File: config.mk
export PLATFORM = sky130hd
export DESIGN_NAME = inst_encoder
export DESIGN_NICKNAME = d
export VERILOG_FILES = /design/src/rtl/inst_encoder_pkg.sv /design/src/rtl/inst_encoder_pack.sv /design/src/rtl/inst_encoder.sv
export SDC_FILE = /design/constraint.sdc
export NUM_CORES = 1
export LEC_CHECK = 0
export ABC_AREA = 1
export BUFFER_PORTS_ARGS = -buffer_cell sky130_fd_sc_hd__buf_2
export CORE_AREA = 2 2 81 83
export CTS_BUF_LIST = sky130_fd_sc_hd__clkbuf_8
export DETAILED_ROUTE_END_ITERATION = 6
export DIE_AREA = 0 0 83 85
export GPL_TIMING_DRIVEN = 1
export HOLD_SLACK_MARGIN = 0.1
export PLACE_DENSITY = 0.9
export SLEW_MARGIN = 25
export SYNTH_ARGS = -nofsm -noshare
export SYNTH_HDL_FRONTEND = slang
export SYNTH_SLANG_ARGS = --single-unit
File: constraint.sdc
create_clock -name clk -period 2.1 [get_ports clk]
set_input_delay 0.42 -clock clk [delete_from_list [all_inputs] [get_ports clk]]
set_output_delay 0.42 -clock clk [all_outputs]
set_load 0.01 [all_outputs]
File: src/rtl/inst_encoder_pkg.sv
// ============================================================================
// inst_encoder_pkg : RV32I opcodes, request class encodings, encoder FSM states
// Revision 1.0
// ============================================================================
`default_nettype none

package inst_encoder_pkg;

  localparam logic [6:0] OPC_LOAD   = 7'b0000011;
  localparam logic [6:0] OPC_STORE  = 7'b0100011;
  localparam logic [6:0] OPC_OPIMM  = 7'b0010011;
  localparam logic [6:0] OPC_BRANCH = 7'b1100011;
  localparam logic [6:0] OPC_JAL    = 7'b1101111;
  localparam logic [6:0] OPC_LUI    = 7'b0110111;
  localparam logic [6:0] OPC_OP     = 7'b0110011;
  localparam logic [6:0] OPC_AUIPC  = 7'b0010111;
  localparam logic [6:0] OPC_JALR   = 7'b1100111;

  localparam logic [2:0] F3_WORD = 3'b010;
  localparam logic [2:0] F3_JALR = 3'b000;
  localparam logic [2:0] F3_SLL  = 3'b001;
  localparam logic [2:0] F3_SRX  = 3'b101;

  // Bits that must all equal the sign bit for the immediate to fit its field
  localparam logic [31:0] IMM_I_MASK = 32'hFFFF_F800;
  localparam logic [31:0] IMM_B_MASK = 32'hFFFF_F000;
  localparam logic [31:0] IMM_J_MASK = 32'hFFF0_0000;

  typedef enum logic [3:0] {
    CLS_LW     = 4'd0,
    CLS_SW     = 4'd1,
    CLS_OPIMM  = 4'd2,
    CLS_BRANCH = 4'd3,
    CLS_JAL    = 4'd4,
    CLS_LUI    = 4'd5,
    CLS_OP     = 4'd6,
    CLS_AUIPC  = 4'd7,
    CLS_JALR   = 4'd8
  } inst_class_e;

  typedef enum logic [1:0] {
    ST_IDLE = 2'd0,
    ST_RUN  = 2'd1,
    ST_FULL = 2'd2
  } enc_state_e;

  function automatic logic imm_fits(input logic [31:0] v, input logic [31:0] m);
    return ((v & m) == 32'd0) || ((v & m) == m);
  endfunction

endpackage

`default_nettype wire

File: src/rtl/inst_encoder_pack.sv
// ============================================================================
// inst_pack : combinational field bundle -> RV32I word, plus legality flag
// Revision 1.0
// ============================================================================
`default_nettype none

module inst_pack
  import inst_encoder_pkg::*;
(
  input  logic [3:0]  class_i,
  input  logic [2:0]  funct3_i,
  input  logic        f7_5_i,
  input  logic [4:0]  rd_i,
  input  logic [4:0]  rs1_i,
  input  logic [4:0]  rs2_i,
  input  logic [31:0] imm_i,
  output logic [31:0] word_o,
  output logic        legal_o
);

  inst_class_e w_cls;
  logic        w_i_ok;
  logic        w_b_ok;
  logic        w_j_ok;
  logic        w_u_ok;
  logic        w_sh_ok;
  logic        w_is_shift;

  assign w_cls      = inst_class_e'(class_i);
  assign w_i_ok     = imm_fits(imm_i, IMM_I_MASK);
  assign w_b_ok     = imm_fits(imm_i, IMM_B_MASK) & ~imm_i[0];
  assign w_j_ok     = imm_fits(imm_i, IMM_J_MASK) & ~imm_i[0];
  assign w_u_ok     = (imm_i[11:0] == 12'd0);
  assign w_sh_ok    = (imm_i[31:5] == 27'd0);
  assign w_is_shift = (funct3_i == F3_SLL) | (funct3_i == F3_SRX);

  always_comb begin
    word_o  = 32'd0;
    legal_o = 1'b0;
    case (w_cls)
      CLS_LW: begin
        word_o  = {imm_i[11:0], rs1_i, funct3_i, rd_i, OPC_LOAD};
        legal_o = w_i_ok & (funct3_i == F3_WORD);
      end
      CLS_SW: begin
        word_o  = {imm_i[11:5], rs2_i, rs1_i, funct3_i, imm_i[4:0], OPC_STORE};
        legal_o = w_i_ok & (funct3_i == F3_WORD);
      end
      CLS_OPIMM: begin
        if (w_is_shift) begin
          word_o  = {1'b0, f7_5_i, 5'b00000, imm_i[4:0], rs1_i, funct3_i, rd_i, OPC_OPIMM};
          legal_o = w_sh_ok;
        end else begin
          word_o  = {imm_i[11:0], rs1_i, funct3_i, rd_i, OPC_OPIMM};
          legal_o = w_i_ok;
        end
      end
      CLS_BRANCH: begin
        word_o  = {imm_i[12], imm_i[10:5], rs2_i, rs1_i, funct3_i,
                   imm_i[4:1], imm_i[11], OPC_BRANCH};
        legal_o = w_b_ok;
      end
      CLS_JAL: begin
        word_o  = {imm_i[20], imm_i[10:1], imm_i[11], imm_i[19:12], rd_i, OPC_JAL};
        legal_o = w_j_ok;
      end
      CLS_LUI: begin
        word_o  = {imm_i[31:12], rd_i, OPC_LUI};
        legal_o = w_u_ok;
      end
      CLS_OP: begin
        word_o  = {1'b0, f7_5_i, 5'b00000, rs2_i, rs1_i, funct3_i, rd_i, OPC_OP};
        legal_o = 1'b1;
      end
      CLS_AUIPC: begin
        word_o  = {imm_i[31:12], rd_i, OPC_AUIPC};
        legal_o = w_u_ok;
      end
      CLS_JALR: begin
        word_o  = {imm_i[11:0], rs1_i, funct3_i, rd_i, OPC_JALR};
        legal_o = w_i_ok & (funct3_i == F3_JALR);
      end
      default: begin
        word_o  = 32'd0;
        legal_o = 1'b0;
      end
    endcase
  end

endmodule

`default_nettype wire

File: src/rtl/inst_encoder.sv
// ============================================================================
// inst_encoder : encodes field bundles and streams words to instruction RAM
// Revision 1.0
// ============================================================================
`default_nettype none

module inst_encoder
  import inst_encoder_pkg::*;
#(
  parameter int ADDR_W = 8,
  parameter int ERR_W  = 8
) (
  input  logic              clk,
  input  logic              rst,
  input  logic              start,
  input  logic              in_valid,
  output logic              in_ready,
  input  logic [3:0]        in_class,
  input  logic [2:0]        in_funct3,
  input  logic              in_f7_5,
  input  logic [4:0]        in_rd,
  input  logic [4:0]        in_rs1,
  input  logic [4:0]        in_rs2,
  input  logic [31:0]       in_imm,
  output logic              out_valid,
  input  logic              out_ready,
  output logic [ADDR_W-1:0] out_addr,
  output logic [31:0]       out_data,
  output logic              full,
  output logic              err,
  output logic [ERR_W-1:0]  err_cnt
);

  localparam logic [ADDR_W-1:0] ADDR_MAX = '1;
  localparam logic [ERR_W-1:0]  CNT_MAX  = '1;

  enc_state_e        state_q, state_d;
  logic              out_valid_q, out_valid_d;
  logic [31:0]       out_data_q, out_data_d;
  logic [ADDR_W-1:0] addr_q, addr_d;
  logic              err_q, err_d;
  logic [ERR_W-1:0]  err_cnt_q, err_cnt_d;

  logic [31:0]       w_word;
  logic              w_legal;
  logic              w_last_pending;
  logic              w_out_fire;
  logic              w_in_fire;

  inst_pack u_pack (
    .class_i  (in_class),
    .funct3_i (in_funct3),
    .f7_5_i   (in_f7_5),
    .rd_i     (in_rd),
    .rs1_i    (in_rs1),
    .rs2_i    (in_rs2),
    .imm_i    (in_imm),
    .word_o   (w_word),
    .legal_o  (w_legal)
  );

  // Once the top-address word is waiting, nothing more may enter
  assign w_last_pending = out_valid_q & (addr_q == ADDR_MAX);
  assign w_out_fire     = out_valid_q & out_ready;
  assign in_ready       = (state_q == ST_RUN) & ~start & (~out_valid_q | out_ready) & ~w_last_pending;
  assign w_in_fire      = in_valid & in_ready;

  always_comb begin
    state_d     = state_q;
    out_valid_d = out_valid_q;
    out_data_d  = out_data_q;
    addr_d      = addr_q;
    err_d       = err_q;
    err_cnt_d   = err_cnt_q;
    if (start) begin
      state_d     = ST_RUN;
      out_valid_d = 1'b0;
      addr_d      = '0;
      err_d       = 1'b0;
      err_cnt_d   = '0;
    end else begin
      if (w_out_fire) begin
        out_valid_d = 1'b0;
        addr_d      = addr_q + 1'b1;
        if (addr_q == ADDR_MAX) begin
          state_d = ST_FULL;
        end
      end
      // A new word may overwrite the one leaving in the same edge
      if (w_in_fire) begin
        if (w_legal) begin
          out_valid_d = 1'b1;
          out_data_d  = w_word;
        end else begin
          err_d = 1'b1;
          if (err_cnt_q != CNT_MAX) begin
            err_cnt_d = err_cnt_q + 1'b1;
          end
        end
      end
    end
  end

  always_ff @(posedge clk or posedge rst) begin
    if (rst) begin
      state_q     <= ST_IDLE;
      out_valid_q <= 1'b0;
      out_data_q  <= 32'd0;
      addr_q      <= '0;
      err_q       <= 1'b0;
      err_cnt_q   <= '0;
    end else begin
      state_q     <= state_d;
      out_valid_q <= out_valid_d;
      out_data_q  <= out_data_d;
      addr_q      <= addr_d;
      err_q       <= err_d;
      err_cnt_q   <= err_cnt_d;
    end
  end

  assign out_valid = out_valid_q;
  assign out_data  = out_data_q;
  assign out_addr  = addr_q;
  assign full      = (state_q == ST_FULL);
  assign err       = err_q;
  assign err_cnt   = err_cnt_q;

endmodule

`default_nettype wire

Word-level counts from Yosys, hierarchy flattened

Cells that the tools add are included.

Output and inout port bits: 52
Input port bits: 60
Word-level logic and storage cells: 83
Register bits: 52

Bitwise logic cells: 16
Eq/ne operators: 19
Reductions and logical operators: 20
Add/subtract/negate cells: 2
Muxes and demuxes: 20

Operators by type and width:

| operator             | number |
|---|---|
| $pmux 32 s9          | 1 |
| $logic_not 32->1     | 3 |
| $mux 8               | 6 |
| $mux 32              | 1 |
| $logic_not 27->1     | 1 |
| $eq 21x21->1 const B | 1 |
| $eq 20x20->1 const B | 1 |
| $add 8x1->8 const B  | 2 |
| $eq 4x3->1 const B   | 4 |
| $eq 12x12->1 const B | 1 |
| $logic_not 12->1     | 1 |
| $and 1x1->1          | 10 |
| $eq 4x2->1 const B   | 2 |
| $eq 8x8->1 const B   | 1 |
| $mux 1               | 8 |
| $ne 8x8->1 const B   | 1 |
| $reduce_bool 2->1    | 4 |
| $pmux 1 s7           | 1 |
| $mux 2               | 3 |
| $reduce_and 3->1     | 2 |
| $eq 4x1->1 const B   | 1 |
| $eq 4x4->1 const B   | 1 |
| $logic_not 4->1      | 1 |
| $not 1->1            | 4 |
| other kinds (11)     | 16 |

Depth between registers and ports, before layout

Depth after elaboration: 7
Depth in mapped cells: 15
Gate-level depth less buffers: 14

Hierarchy

From an unflattened synthesis, not the netlist that was laid out.

Cell total of the unflattened synthesis: 538
Area, all modules: 3857.4 um2

By module, submodules not included:

| module       | sequential area each (um2) | cells an instance | area an instance (um2) | instances |
|---|---|---|---|---|
| inst_encoder | 1301.2                     | 295               | 2795.2                 | 1 |
| inst_pack    | 0.0                        | 243               | 1062.3                 | 1 |

Worst setup path before layout

Ideal clock, no wire load.

Path kind: reg-to-reg
Start: register addr_q[0], in the netlist out_addr[0]
End: register out_data_q[21], in the netlist out_data[21]
Arrival: 1.714 ns
Clock period less this slack: 1.844 ns
Buffers on the path: 1
Stages on the path, launching flop included: 11
Path slack: 0.256 ns
Library setup time: 0.130 ns
Data required time: 1.970 ns
Path through: dfrtp_1 -> ha_1 -> nand2_1 -> nor3_2 -> nand3_1 -> o21a_1 -> nand2_1 -> inv_2 -> nand2_4 -> clkbuf_1 -> o21ai_1

Longest elaborated chain between the ends: 6

Ends and longest elaborated chain:

| item                       | line                | text |
|---|---|---|
| start: declaration         | inst_encoder.sv:40  | `logic [ADDR_W-1:0] addr_q, addr_d;` |
| start signal: assignment   | inst_encoder.sv:116 | `addr_q <= addr_d;` |
| $eq 8x8->1                 | inst_encoder.sv:63  | `assign w_last_pending = out_valid_q & (addr_q == ADDR_MAX);` |
| $and 1x1->1                | inst_encoder.sv:63  |  |
| $not 1->1                  | inst_encoder.sv:65  | `assign in_ready = (state_q == ST_RUN) & ~start & (~out_valid_q \| out_ready) & ~w_last_pending;` |
| $and 1x1->1                | inst_encoder.sv:65  |  |
| net in_ready               | inst_encoder.sv:17  | `output logic in_ready,` |
| $and 1x1->1                | inst_encoder.sv:66  | `assign w_in_fire = in_valid & in_ready;` |
| $reduce_and 3->1 (no line) | n/a                 |  |
| end signal: assignment     | inst_encoder.sv:115 | `out_data_q <= out_data_d;` |
| end: declaration           | inst_encoder.sv:39  | `logic [31:0] out_data_q, out_data_d;` |

The timed path passes the listed nets, and every way through them passes these cells.
A chain may end at the register's enable or synchronous reset.

Final worst setup path

Start: register addr_q[0], in the netlist out_addr[0]
End: output in_ready

Longest elaborated chain between the ends: 4

Ends and longest elaborated chain:

| item             | line |
|---|---|
| $eq 8x8->1       | inst_encoder.sv:63 |
| $and 1x1->1      | inst_encoder.sv:63 |
| $not 1->1        | inst_encoder.sv:65 |
| $and 1x1->1      | inst_encoder.sv:65 |
| end: declaration | inst_encoder.sv:17 |

No other way between the ends.

==> qor.yml <==
outcome: "completed"
p_leak_nw: 2.24
drive_gt1_share_pct: 26.4
die_h_microns: 85
path_clk_slew_ns: 0.09
dpl_worst_slack_ns: 0.0825
synth_top_area_share_pct: 40.5
syn_inst: 451
ios: 112
reg2regPathDepth: 10
power_density_nw_per_um2: 610
rows: 29
cts.sinks: 51
wl_per_cell_microns: 13.8
cap_violations: 0
grt_pass1_wl_microns: 14400
synth_area_sq_um: 3150
antennaDiodeCount: 0
cp.arrival_ns: 1.61
syn_to_final_growth_pct: 25.6
synth-edff-count: 0
antenna_found_initial: 0
h-tree-depth: 2
required_ns: 1.68
ff2ff_setup_slack_ns: 0.21
synth-async-reset-ratio_pct: 100
worstMarginPinSlew_ns: 0.643
drt_first_pass_iters: 5
gp_congestion: 0.955
maxSlewViolCount: 0
tritoncts: "done"
ant_nets: 0
crit_path_max_incr_delay_ns: 0.41
post-dp-hpwl_microns: 6970
setup_slack_ns: 0.0712
port_buffers: 111
max_freq_mhz: 493
dieArea_sq_um: 7060
power_w: 0.00242
synth-seq-area-share_pct: 40.5
final_core_utilization_pct: 63.8
vias: 3419
drt-initial-drc-count: 232
numCtsBuffers: 5
finalClockSkew_ns: 0.00314
gr-total-overflow: 0
route.detailed.drc: 0
finalSetupViolations: 0
peakVddDrop_v: 0.000301
slowest_stage: "dfrtp_1"
p_clk_share_pct: 32.9
hold_violations: 0
synth-seq-cells: 51
yosysTopAreaCell: "dfrtp_1"
final_common_cell: "nand2_1"
hold_class: "in -> async"
min_period_ns: 2.03
startpoint_type: "flip-flop"
p_seq_share_pct: 46.2
gr-usage-all-layers_pct: 25.3
drt_wl_total_microns: 8870
critPathMaxFanout: 4
grt_max_degree: 52
avgSynthCellArea_sq_um: 6.99
coreArea_sq_um: 6200
slew_headroom_pct: 57.2
initial_core_util_pct: 50.8
worstSetupEndpointType: "output port"
cts_hold_buffers: 0
crit_type: "reg -> out"
grt_pass1_vias: 3141
finalCritPeriodShare_pct: 96.6
die_w_microns: 83
final_cell_mix: "nand2_1 (133), buf_2 (111), nor2_1 (64)"
post_synth_num_cell_types: 34
cp_cell_sequence: "ha_1, nand2_1, nor3_2, nand3_1, o21a_1, buf_2"
netlist_top_cells_area: "dfrtp_1 (41%), nand2_1 (16%), nor2_1 (7.6%)"
insertion_delay_ns: 0.30
cellInternalPower_w: 0.00173
root_buffer: "clkbuf_8"
yosys_warnings: 0
pwr-share-comb_pct: 21.0
synth_flop_cell: "dfrtp_1"
clock_path_buffers: 2
synth_nets: 513
final_nets: 629
switching_power_w: 0.000682
whs_ns: 0.280
via_per_inst: 5.30
switching_share_pct: 28.2
[critical path, delay by kind of cell, from the launching register on]
family                     cells  cell delay (ns)
and+or+nand+nor                3             0.40
adders and majority gates      1             0.18
AOI/OAI and AO/OA              1             0.19
DFF                            1             0.41
buffers and inverters          1             0.14
[cell type report]
cell class / instances / area [sq um]
clock buffer: 5 / 68.8
clock inverter: 3 / 63.8
fill: 547 / 2250
inverter: 47 / 176
multi-input combinational: 343 / 1640
sequential: 51 / 1280
tap: 77 / 96.3
timing repair buffer: 119 / 641
[cells in the mapped netlist, types with 2 or more instances]
cell,number
a211oi_1,2
clkbuf_1,4
nor2_1,64
buf_6,4
nand2_1,133
nand3_2,2
nand4_1,9
a221oi_1,3
dfrtp_1,51
a22oi_1,12
and3_1,2
o21ai_0,18
nor3_1,6
nand3_1,33
a21oi_1,20
inv_2,6
nand2_2,5
o21ai_1,18
inv_1,40
ha_1,2
o21ai_2,3
nor2_4,2
[power groups by stage]
stage	Sequential, W	Combinational, W	Clock, W
floorplan	0.00117	0.000224	0
global placement	0.00113	0.000497	0
detailed placement	0.00113	0.000504	0
CTS	0.00112	0.000506	0.000809
global route	0.00113	0.000563	0.000861
finish	0.00112	0.000506	0.000794
[worst paths after layout]
check / from / end
min in group clk: out_ready / out_valid
max in group asynchronous: rst / out_data[22]
setup / recovery: out_addr[0] / in_ready
hold / removal: rst / out_data[2]
hold reg to reg: out_data[18] / out_data[18]
setup reg to reg: out_addr[0] / err_cnt[4]
[cells by family after synthesis]
| logic type | synth area share (%) |
|---|---|
| AOI/OAI and AO/OA | 14.9 |
| adders and majority gates | 0.794 |
| DFF | 40.5 |
| and+or+nand+nor | 35.7 |
| buffers and inverters | 7.90 |
| xor gates and xnor gates | 0.278 |
[per-stage QoR]
stage | instance area [sq um] | TNS (ns) | cells
3_3_place_gp | 3800 | 0 | 635
4_1_cts | 3930 | 0 | 643
3_5_place_dp | 3800 | 0 | 635
6_report | 3960 | 0 | 645
2_1_floorplan | 3150 | 0 | 451
5_1_grt | 3960 | -0.0232 | 645
[registers in the layout, summed over array words and instances, names as in the netlist]
register   cells
out_data      31
err_cnt        8
out_addr       8
state_q        2
err            1
out_valid      1
[per-layer routing]
layer  track usage (%)  vias up  wire length (microns)
li1                  -     1707                      -
met4              9.09        0                    263
met3              4.57       25                    692
met5                 0        -                      0
met2              41.9      163                   4150
met1              33.4     1524                   3770
[what timing repair did]
action,CTS,global route
setup endpoints to repair,0,9
setup buffers,0,2
gates resized for setup,0,2
No activity file was read; power rests on OpenSTA's default activity.
